===== src/rtl/scd_pkg.sv =====
// ---------------------------------------------------------------------------
// scd_pkg
//   Shared definitions for the shift-count/exponent datapath (SCD):
//   datapath widths, SCAD function codes, SCADA/SCADB operand select codes,
//   SC/FE load select codes and small sign-extension helpers.
// ---------------------------------------------------------------------------
package scd_pkg;

    localparam int SC_WIDTH    = 10;
    localparam int SH_MAX      = 36;
    localparam int AR_WIDTH    = 36;
    localparam int MAGIC_WIDTH = 9;
    localparam int ARMM_WIDTH  = 9;
    localparam int SHCNT_WIDTH = 6;

    typedef logic [SC_WIDTH-1:0] sc_word_t;

    // SCAD adder / logic unit function codes
    typedef enum logic [2:0] {
        SCAD_A    = 3'd0,   // A
        SCAD_AMB1 = 3'd1,   // A - B - 1
        SCAD_APB  = 3'd2,   // A + B
        SCAD_AM1  = 3'd3,   // A - 1
        SCAD_AP1  = 3'd4,   // A + 1
        SCAD_AMB  = 3'd5,   // A - B
        SCAD_OR   = 3'd6,   // A | B
        SCAD_AND  = 3'd7    // A & B
    } scad_fn_e;

    // SCADA operand select; codes 4-7 select zero
    typedef enum logic [2:0] {
        SCADA_FE       = 3'd0,
        SCADA_BYTE_POS = 3'd1,
        SCADA_EXP      = 3'd2,
        SCADA_MAGIC    = 3'd3,
        SCADA_ZERO4    = 3'd4,
        SCADA_ZERO5    = 3'd5,
        SCADA_ZERO6    = 3'd6,
        SCADA_ZERO7    = 3'd7
    } scada_sel_e;

    // SCADB operand select
    typedef enum logic [1:0] {
        SCADB_SC        = 2'd0,
        SCADB_BYTE_SIZE = 2'd1,
        SCADB_AR_EXP    = 2'd2,
        SCADB_MAGIC     = 2'd3
    } scadb_sel_e;

    // SC load select
    typedef enum logic [1:0] {
        SC_HOLD     = 2'd0,
        SC_SCAD     = 2'd1,
        SC_AR_SHIFT = 2'd2,
        SC_MAGIC    = 2'd3
    } sc_sel_e;

    // FE load select
    typedef enum logic [1:0] {
        FE_HOLD   = 2'd0,
        FE_SCAD   = 2'd1,
        FE_AR_EXP = 2'd2,
        FE_CLEAR  = 2'd3
    } fe_sel_e;

    // Sign-extend a 9-bit field (microcode literal or AR[0:8]) to SC width.
    function automatic sc_word_t sext9(input logic [8:0] v);
        return {{(SC_WIDTH-9){v[8]}}, v};
    endfunction

    // Zero-extend a 6-bit byte pointer field (position or size) to SC width.
    function automatic sc_word_t zext6(input logic [5:0] v);
        return {{(SC_WIDTH-6){1'b0}}, v};
    endfunction

endpackage


===== src/rtl/scd_shift_count_scad_alu.sv =====
// ---------------------------------------------------------------------------
// scad_alu
//   Combinational SCAD adder/logic unit. All arithmetic is modulo 2^W; the
//   carry-out is intentionally dropped.
//   Ports:
//     a, b    : operands (two's complement)
//     fn      : SCAD function code
//     result  : function result
// ---------------------------------------------------------------------------
module scad_alu
    import scd_pkg::*;
#(
    parameter int W = SC_WIDTH
) (
    input  logic [W-1:0] a,
    input  logic [W-1:0] b,
    input  scad_fn_e     fn,
    output logic [W-1:0] result
);

    localparam logic [W-1:0] ONE = W'(1);

    always_comb begin
        result = a;
        case (fn)
            SCAD_A:    result = a;
            SCAD_AMB1: result = a - b - ONE;
            SCAD_APB:  result = a + b;
            SCAD_AM1:  result = a - ONE;
            SCAD_AP1:  result = a + ONE;
            SCAD_AMB:  result = a - b;
            SCAD_OR:   result = a | b;
            SCAD_AND:  result = a & b;
            default:   result = a;
        endcase
    end

endmodule


===== src/rtl/scd_shift_count.sv =====
// ---------------------------------------------------------------------------
// scd_shift_count
//   Shift-count / exponent datapath. Holds the SC loop counter and FE
//   exponent registers, computes SCAD, feeds the shift matrix and the ARMM
//   mixer, and keeps sticky exponent overflow/underflow flags.
//   Bit numbering of EDP_AR follows the EDP convention: bit 0 is the MSB,
//   hence the ascending [0:35] range. SC/FE/SCAD are [W-1:0], so their
//   "bit 0" (sign) is index W-1.
//   Ports:
//     clk, reset           : clock, async active-high reset
//     CRAM_SCAD/SCADA/SCADB: SCAD function and operand selects
//     CRAM_MAGIC           : microcode literal
//     CTL_SC_SEL/FE_SEL    : register load selects
//     CTL_SCstep           : SC decrement (loop step)
//     CTL_ARMM_SEL         : ARMM upper source (0 MAGIC, 1 SCAD)
//     CTL_clrExpFlags      : clear sticky exponent flags
//     EDP_AR               : AR register
//     SCD_*                : register values and derived outputs
// ---------------------------------------------------------------------------
module scd_shift_count
    import scd_pkg::*;
#(
    parameter int SC_W   = SC_WIDTH,
    parameter int SH_LIM = SH_MAX
) (
    input  logic                   clk,
    input  logic                   reset,
    input  logic [2:0]             CRAM_SCAD,
    input  logic [2:0]             CRAM_SCADA,
    input  logic [1:0]             CRAM_SCADB,
    input  logic [MAGIC_WIDTH-1:0] CRAM_MAGIC,
    input  logic [1:0]             CTL_SC_SEL,
    input  logic [1:0]             CTL_FE_SEL,
    input  logic                   CTL_SCstep,
    input  logic                   CTL_ARMM_SEL,
    input  logic                   CTL_clrExpFlags,
    input  logic [0:AR_WIDTH-1]    EDP_AR,
    output logic [SC_W-1:0]        SCD_SC,
    output logic [SC_W-1:0]        SCD_FE,
    output logic [SC_W-1:0]        SCD_SCAD,
    output logic                   SCD_SCsign,
    output logic                   SCD_FEsign,
    output logic [SHCNT_WIDTH-1:0] SCD_SHcount,
    output logic                   SCD_SHge36,
    output logic [ARMM_WIDTH-1:0]  SCD_ARMMupper,
    output logic [ARMM_WIDTH-1:0]  SCD_ARMMlower,
    output logic                   SCD_expOverflow,
    output logic                   SCD_expUnderflow
);

    localparam logic [SC_W-1:0] ONE_W    = SC_W'(1);
    localparam logic [SC_W-1:0] SH_LIM_W = SC_W'(SH_LIM);

    // Registers
    logic [SC_W-1:0] sc, sc_next;
    logic [SC_W-1:0] fe, fe_next;
    logic            exp_ovf, exp_ovf_next;
    logic            exp_unf, exp_unf_next;

    // SCAD operands and result
    logic [SC_W-1:0] scad_a;
    logic [SC_W-1:0] scad_b;
    logic [SC_W-1:0] scad;

    // Frequently used AR fields and literals
    logic [SC_W-1:0] magic_sx;
    logic [SC_W-1:0] ar_exp_sx;      // sign-extended AR[0:8]
    logic [SC_W-1:0] ar_exponent;    // float exponent, sign-magnitude corrected
    logic [SC_W-1:0] ar_byte_pos;
    logic [SC_W-1:0] ar_byte_size;
    logic [SC_W-1:0] ar_shift_cnt;   // instruction shift count, sign from AR18
    logic            ar0;

    scada_sel_e scada_sel;
    scadb_sel_e scadb_sel;
    sc_sel_e    sc_sel;
    fe_sel_e    fe_sel;

    logic sh_ge;
    logic ovf_set;
    logic unf_set;

    assign scada_sel = scada_sel_e'(CRAM_SCADA);
    assign scadb_sel = scadb_sel_e'(CRAM_SCADB);
    assign sc_sel    = sc_sel_e'(CTL_SC_SEL);
    assign fe_sel    = fe_sel_e'(CTL_FE_SEL);

    assign ar0          = EDP_AR[0];
    assign magic_sx     = {{(SC_W-MAGIC_WIDTH){CRAM_MAGIC[MAGIC_WIDTH-1]}}, CRAM_MAGIC};
    assign ar_exp_sx    = {{(SC_W-9){EDP_AR[0]}}, EDP_AR[0:8]};
    assign ar_byte_pos  = {{(SC_W-6){1'b0}}, EDP_AR[0:5]};
    assign ar_byte_size = {{(SC_W-6){1'b0}}, EDP_AR[6:11]};
    assign ar_shift_cnt = {{(SC_W-8){EDP_AR[18]}}, EDP_AR[28:35]};

    // Negative floats store the exponent one's-complemented; undo that and
    // extend with the sign so SCAD sees a true two's-complement exponent.
    assign ar_exponent  = {{(SC_W-8){ar0}}, EDP_AR[1:8] ^ {8{ar0}}};

    // -----------------------------------------------------------------------
    // SCAD operand muxes
    // -----------------------------------------------------------------------
    always_comb begin
        scad_a = '0;
        case (scada_sel)
            SCADA_FE:       scad_a = fe;
            SCADA_BYTE_POS: scad_a = ar_byte_pos;
            SCADA_EXP:      scad_a = ar_exponent;
            SCADA_MAGIC:    scad_a = magic_sx;
            default:        scad_a = '0;
        endcase
    end

    always_comb begin
        scad_b = '0;
        case (scadb_sel)
            SCADB_SC:        scad_b = sc;
            SCADB_BYTE_SIZE: scad_b = ar_byte_size;
            SCADB_AR_EXP:    scad_b = ar_exp_sx;
            SCADB_MAGIC:     scad_b = magic_sx;
            default:         scad_b = '0;
        endcase
    end

    scad_alu #(
        .W (SC_W)
    ) u_scad_alu (
        .a      (scad_a),
        .b      (scad_b),
        .fn     (scad_fn_e'(CRAM_SCAD)),
        .result (scad)
    );

    // -----------------------------------------------------------------------
    // Next-state logic
    // -----------------------------------------------------------------------
    // Any load outranks the loop step; the step decrement wraps 0 -> -1.
    always_comb begin
        sc_next = sc;
        case (sc_sel)
            SC_SCAD:     sc_next = scad;
            SC_AR_SHIFT: sc_next = ar_shift_cnt;
            SC_MAGIC:    sc_next = magic_sx;
            default: begin
                if (CTL_SCstep) begin
                    sc_next = sc - ONE_W;
                end
            end
        endcase
    end

    always_comb begin
        fe_next = fe;
        case (fe_sel)
            FE_SCAD:   fe_next = scad;
            FE_AR_EXP: fe_next = ar_exp_sx;
            FE_CLEAR:  fe_next = '0;
            default:   fe_next = fe;
        endcase
    end

    // The two top SCAD bits disagreeing means the 10-bit exponent left the
    // 9-bit signed range: 01 is above +255, 10 is below -256.
    assign ovf_set = (fe_sel == FE_SCAD) && !scad[SC_W-1] &&  scad[SC_W-2];
    assign unf_set = (fe_sel == FE_SCAD) &&  scad[SC_W-1] && !scad[SC_W-2];

    // A new event in the clearing cycle must not be lost, so set wins.
    assign exp_ovf_next = ovf_set | (exp_ovf & ~CTL_clrExpFlags);
    assign exp_unf_next = unf_set | (exp_unf & ~CTL_clrExpFlags);

    // -----------------------------------------------------------------------
    // State registers
    // -----------------------------------------------------------------------
    always_ff @(posedge clk or posedge reset) begin
        if (reset) begin
            sc      <= '0;
            fe      <= '0;
            exp_ovf <= 1'b0;
            exp_unf <= 1'b0;
        end else begin
            sc      <= sc_next;
            fe      <= fe_next;
            exp_ovf <= exp_ovf_next;
            exp_unf <= exp_unf_next;
        end
    end

    // -----------------------------------------------------------------------
    // Outputs
    // -----------------------------------------------------------------------
    // A negative SC means "no shift left to do", so it saturates like a
    // large count and the shift matrix is told to shift by zero.
    assign sh_ge = sc[SC_W-1] | (sc >= SH_LIM_W);

    assign SCD_SC           = sc;
    assign SCD_FE           = fe;
    assign SCD_SCAD         = scad;
    assign SCD_SCsign       = sc[SC_W-1];
    assign SCD_FEsign       = fe[SC_W-1];
    assign SCD_SHge36       = sh_ge;
    assign SCD_SHcount      = sh_ge ? '0 : sc[SHCNT_WIDTH-1:0];
    assign SCD_ARMMupper    = CTL_ARMM_SEL ? scad[ARMM_WIDTH-1:0] : CRAM_MAGIC;
    assign SCD_ARMMlower    = sc[ARMM_WIDTH-1:0];
    assign SCD_expOverflow  = exp_ovf;
    assign SCD_expUnderflow = exp_unf;

endmodule

===== config.mk =====
export PLATFORM = sky130hd
export DESIGN_NAME = scd_shift_count
export DESIGN_NICKNAME = d
export VERILOG_FILES = /design/src/rtl/scd_pkg.sv /design/src/rtl/scd_shift_count_scad_alu.sv /design/src/rtl/scd_shift_count.sv
export SDC_FILE = /design/constraint.sdc
export NUM_CORES = 1
export LEC_CHECK = 0
export ABC_CLOCK_PERIOD_IN_PS = 10800
export CAP_MARGIN = 20
export CORE_MARGIN = 5
export CORE_UTILIZATION = 40
export DETAILED_ROUTE_END_ITERATION = 6
export GPL_ROUTABILITY_DRIVEN = 0
export MAX_ROUTING_LAYER = met4
export PLACE_DENSITY = 0.68
export SLEW_MARGIN = 20
export SYNTH_ARGS = -nofsm -noshare
export SYNTH_HDL_FRONTEND = slang
export SYNTH_SLANG_ARGS = --single-unit

===== constraint.sdc =====
create_clock -name clk -period 10.8 [get_ports clk]
set_clock_uncertainty 0.15 [all_clocks]
set_input_delay 1.08 -clock clk [delete_from_list [all_inputs] [get_ports clk]]
set_output_delay 1.08 -clock clk [all_outputs]
set_load 0.03 [all_outputs]

==> insert_results.sql <==
INSERT INTO impl_metrics (metric_group, metric, value, unit) VALUES
('run_status', 'status', 'complete, no violations', ''),
('layout', 'multiInputGateArea', '3551', 'sq um'),
('layout', 'num-nets-final', '741', ''),
('floorplanning', 'floorplan.rows', '38', ''),
('clock_network', 'htree_levels', '1', ''),
('timing', 'post-route-period-util', '68.21', '%'),
('timing', 'max_slew.worst_pin.slew', '0.8475', 'ns'),
('setup_path', 'worst_setup_path_end_kind', 'output port', ''),
('timing', 'layout_min_cycle_time', '7.367', 'ns'),
('global_route', 'grt_start_max_net_pins', '33', ''),
('pwr', 'vdd_drop_max', '0.08637', 'mV'),
('setup_path', 'worst_ep_arrival_time', '6.14', 'ns'),
('logic_synthesis', 'yosysMostFrequentCell', 'sky130_fd_sc_hd__inv_1', ''),
('global_route', 'first_global_vias', '4685', ''),
('layout', 'syn2layout_area_growth', '25.10', '%'),
('placement', 'dp.cells', '771', ''),
('logic_synthesis', 'synthesis.area', '4507', 'sq um'),
('logic_synthesis', 'synth.area.top_cells', 'sky130_fd_sc_hd__dfrtp_1 (12%), sky130_fd_sc_hd__ha_1 (11%), sky130_fd_sc_hd__mux4_2 (8.0%), sky130_fd_sc_hd__inv_1 (4.2%), sky130_fd_sc_hd__mux2i_1 (4.0%)', ''),
('setup_path', 'crit_path_start', 'EDP_AR[0]', ''),
('routing', 'drt_pass1_iterations', '5', ''),
('routing', 'drc', '0', ''),
('logic_synthesis', 'synth.top_cell.area_share', '12.22', '%'),
('timing', 'hold_ws', '0.3421', 'ns'),
('layout', 'antennaDiodeCount', '0', ''),
('clock_network', 'cts-root-to-sink-buffers', '2', ''),
('floorplanning', 'chipWidth', '116.1', 'microns'),
('clock_network', 'clock_tree_from_tritoncts', 'done', ''),
('clock_network', 'post_cts.resized_instances', '0', ''),
('layout', 'fill_cells', '1049', ''),
('routing', 'drtAntennaViolNets', '0', ''),
('logic_synthesis', 'synthDominantAreaCellType', 'sky130_fd_sc_hd__dfrtp_1', ''),
('routing', 'wl_per_cell', '18.78', 'microns'),
('global_route', 'grt_pass1_wl', '23410', 'microns'),
('logic_synthesis', 'synth.cells.most_frequent', 'sky130_fd_sc_hd__inv_1 (50), sky130_fd_sc_hd__nor2_1 (42), sky130_fd_sc_hd__ha_1 (41)', ''),
('timing', 'achievable-frequency', '135.7', 'MHz'),
('logic_synthesis', 'postSynthNetCount', '669', ''),
('timing', 'setup_viol', '0', ''),
('clock_network', 'clock_latency', '0.26', 'ns'),
('worst_hold_path', 'worst_hold_path_type', 'flop to flop', ''),
('clock_network', 'cts_num_sinks', '22', ''),
('floorplanning', 'die_area', '13490', 'sq um'),
('setup_path', 'critPathKind', 'input pin to output port', ''),
('clock_network', 'cts.reportedPaths.clkPinSlew', '0.06', 'ns'),
('floorplanning', 'pin_count', '121', ''),
('floorplanning', 'die-height', '116.1', 'microns'),
('logic_synthesis', 'yosysWarnings', '0', ''),
('timing', 'relSlewSlack', '43.44', '%'),
('routing', 'drt-initial-drc-count', '215', ''),
('logic_synthesis', 'syn_avg_cell_area', '7.991', 'sq um'),
('logic_synthesis', 'synth-seq-area-share', '12.22', '%'),
('global_route', 'grt_antenna_before_repair', '0', ''),
('clock_network', 'post-cts-setup-buffer-count', '0', ''),
('global_route', 'overflow', '0', ''),
('clock_network', 'holdBufCountCts', '0', ''),
('routing', 'vias', '4565', ''),
('placement', 'numPortBuffers', '105', ''),
('global_route', 'gr_util_all_layers', '22.43', '%'),
('flow_run', 'cap_viol_max_count', '0', ''),
('clock_network', 'cts.root.buffer_cell', 'sky130_fd_sc_hd__clkbuf_16', ''),
('routing', 'detailed_route_wl', '14550', 'microns'),
('floorplanning', 'initial_utilization', '41.21', '%'),
('logic_synthesis', 'syn_inst', '564', ''),
('routing', 'route.detailed.vias_per_inst', '5.890', ''),
('clock_network', 'cts_inserted_buffers', '3', ''),
('logic_synthesis', 'synth_edf_count', '0', ''),
('logic_synthesis', 'yosys_register_bits', '22', ''),
('layout', 'register_area', '550.5', 'sq um'),
('worst_hold_path', 'timing.hold.worst.start', 'SCD_expOverflow', ''),
('setup_path', 'rr_startpoint', 'SCD_FE[0]', ''),
('layout', 'final_layout_size_suffix_gt1_share', '9.449', '%'),
('timing', 'final-hold-violation-count', '0', '');
==> kinds of logic (layout without fill, tap and decap cells) <==
group | count (synthesis) | after routing | share of synthesized area, %
AO/OA/AOI/OAI | 167 | 167 | 26.65
XOR/XNOR | 33 | 33 | 6.885
adder cells (fa/ha/maj) | 43 | 43 | 12.27
buffers and inverters | 93 | 164 | 8.995
flip-flops | 22 | 22 | 12.22
multiplexers | 42 | 42 | 13.99
AND/OR/NAND/NOR | 164 | 164 | 18.99
==> layout by cell type, fill, tap and decap left out, types with 3 or more instances in the layout <==
cell type,Yosys,final
sky130_fd_sc_hd__o21ai_0,36,36
sky130_fd_sc_hd__o22ai_1,8,8
sky130_fd_sc_hd__o21bai_1,3,3
sky130_fd_sc_hd__nor3_1,10,10
sky130_fd_sc_hd__a211oi_1,10,10
sky130_fd_sc_hd__mux4_2,16,16
sky130_fd_sc_hd__o2bb2ai_1,3,3
sky130_fd_sc_hd__or2_2,3,3
sky130_fd_sc_hd__clkdlybuf4s50_1,0,105
sky130_fd_sc_hd__ha_1,41,41
sky130_fd_sc_hd__and2_1,7,7
sky130_fd_sc_hd__a21oi_1,30,30
sky130_fd_sc_hd__nand3_1,13,13
sky130_fd_sc_hd__mux2_2,8,8
sky130_fd_sc_hd__nand2_1,36,36
sky130_fd_sc_hd__mux2i_1,18,18
sky130_fd_sc_hd__o21a_1,4,4
sky130_fd_sc_hd__clkbuf_16,0,3
sky130_fd_sc_hd__xnor2_1,17,17
sky130_fd_sc_hd__a22o_1,3,3
sky130_fd_sc_hd__nor2_1,42,42
sky130_fd_sc_hd__a211o_1,4,4
sky130_fd_sc_hd__o31ai_1,3,3
sky130_fd_sc_hd__and3_1,4,4
sky130_fd_sc_hd__xor2_1,14,14
sky130_fd_sc_hd__nor4_1,4,4
sky130_fd_sc_hd__nor2b_1,8,8
sky130_fd_sc_hd__o211ai_1,5,5
sky130_fd_sc_hd__dfrtp_1,22,22
sky130_fd_sc_hd__nand2b_1,19,19
sky130_fd_sc_hd__inv_1,50,50
sky130_fd_sc_hd__a31o_2,3,3
sky130_fd_sc_hd__buf_4,11,4
sky130_fd_sc_hd__o32ai_1,4,4
sky130_fd_sc_hd__a21o_1,6,6
sky130_fd_sc_hd__o21ai_1,3,3
sky130_fd_sc_hd__a31oi_1,8,8
==> worst max-delay path, stage by stage <==
cell and delay (ns):
sky130_fd_sc_hd__clkdlybuf4s50_1 0.76, sky130_fd_sc_hd__xor2_1 0.30, sky130_fd_sc_hd__mux4_2 0.47, sky130_fd_sc_hd__nand2b_1 0.15
sky130_fd_sc_hd__ha_1 0.24, sky130_fd_sc_hd__inv_1 0.07, sky130_fd_sc_hd__fa_1 0.40, sky130_fd_sc_hd__nor2b_2 0.20
sky130_fd_sc_hd__o31ai_2 0.27, sky130_fd_sc_hd__xnor2_2 0.23, sky130_fd_sc_hd__nand3b_4 0.13, sky130_fd_sc_hd__nor4_1 0.33
sky130_fd_sc_hd__xor2_1 0.15, sky130_fd_sc_hd__a211oi_1 0.59, sky130_fd_sc_hd__a21oi_1 0.15, sky130_fd_sc_hd__clkdlybuf4s50_1 0.62
==> flip-flops by register name, summed over array words and instances, names as in the netlist <==
signal	cells
SCD_expUnderflow	1
SCD_SC	10
SCD_expOverflow	1
SCD_FE	10
==> worst paths after layout <==
kind,endpoint,slack [ns],depth (start not counted)
worst min-delay path,SCD_expOverflow,0.34,1
worst max-delay path,SCD_ARMMupper[7],3.43,16
min in group asynchronous,SCD_expOverflow,1.16,2
max in group asynchronous,SCD_FE[4],8.81,2
worst max register to register,SCD_FE[7],6.72,13
worst min register to register,SCD_expOverflow,0.34,1
==> cell type report <==
| type | count | share of cell area [%] |
|---|---|---|
| Multi-Input combinational cell | 449 | 62.98 |
| Timing Repair Buffer | 109 | 19.17 |
| Sequential cell | 22 | 9.765 |
| Inverter | 51 | 3.395 |
| Tap cell | 140 | 3.107 |
| Clock buffer | 4 | 1.576 |
==> report_power, final <==
part           switching, mW  total, mW  internal, mW
clock                 0.0295     0.0861        0.0566
combinational          0.303      0.527         0.224
sequential            0.0239      0.120        0.0958
==> routing by layer <==
layer  global-route usage [%]  vias to the layer above  share of wire [%]
met5                        -                        -                  0
met4                    6.497                        0                1.8
met3                    2.850                       19                5.6
met2                    38.40                      163                 49
met1                    27.80                     2202                 44
li1                         -                     2181                  -
==> through the flow <==
step | cell area (sq um) | total power, mW | utilization, % | worst slack [ns]
2_1_floorplan | 4507 | 0.4832 | - | 4.656
3_3_place_gp | 5549 | 0.6358 | 50.74 | 3.470
3_5_place_dp | 5549 | 0.6418 | 50.74 | 3.447
4_1_cts | 5638 | 0.7333 | 51.56 | 3.406
5_1_grt | 5638 | 0.7795 | 51.56 | 3.024
6_report | 5638 | 0.7329 | 51.56 | 3.433
No activity file was read; power rests on OpenSTA's default activity.
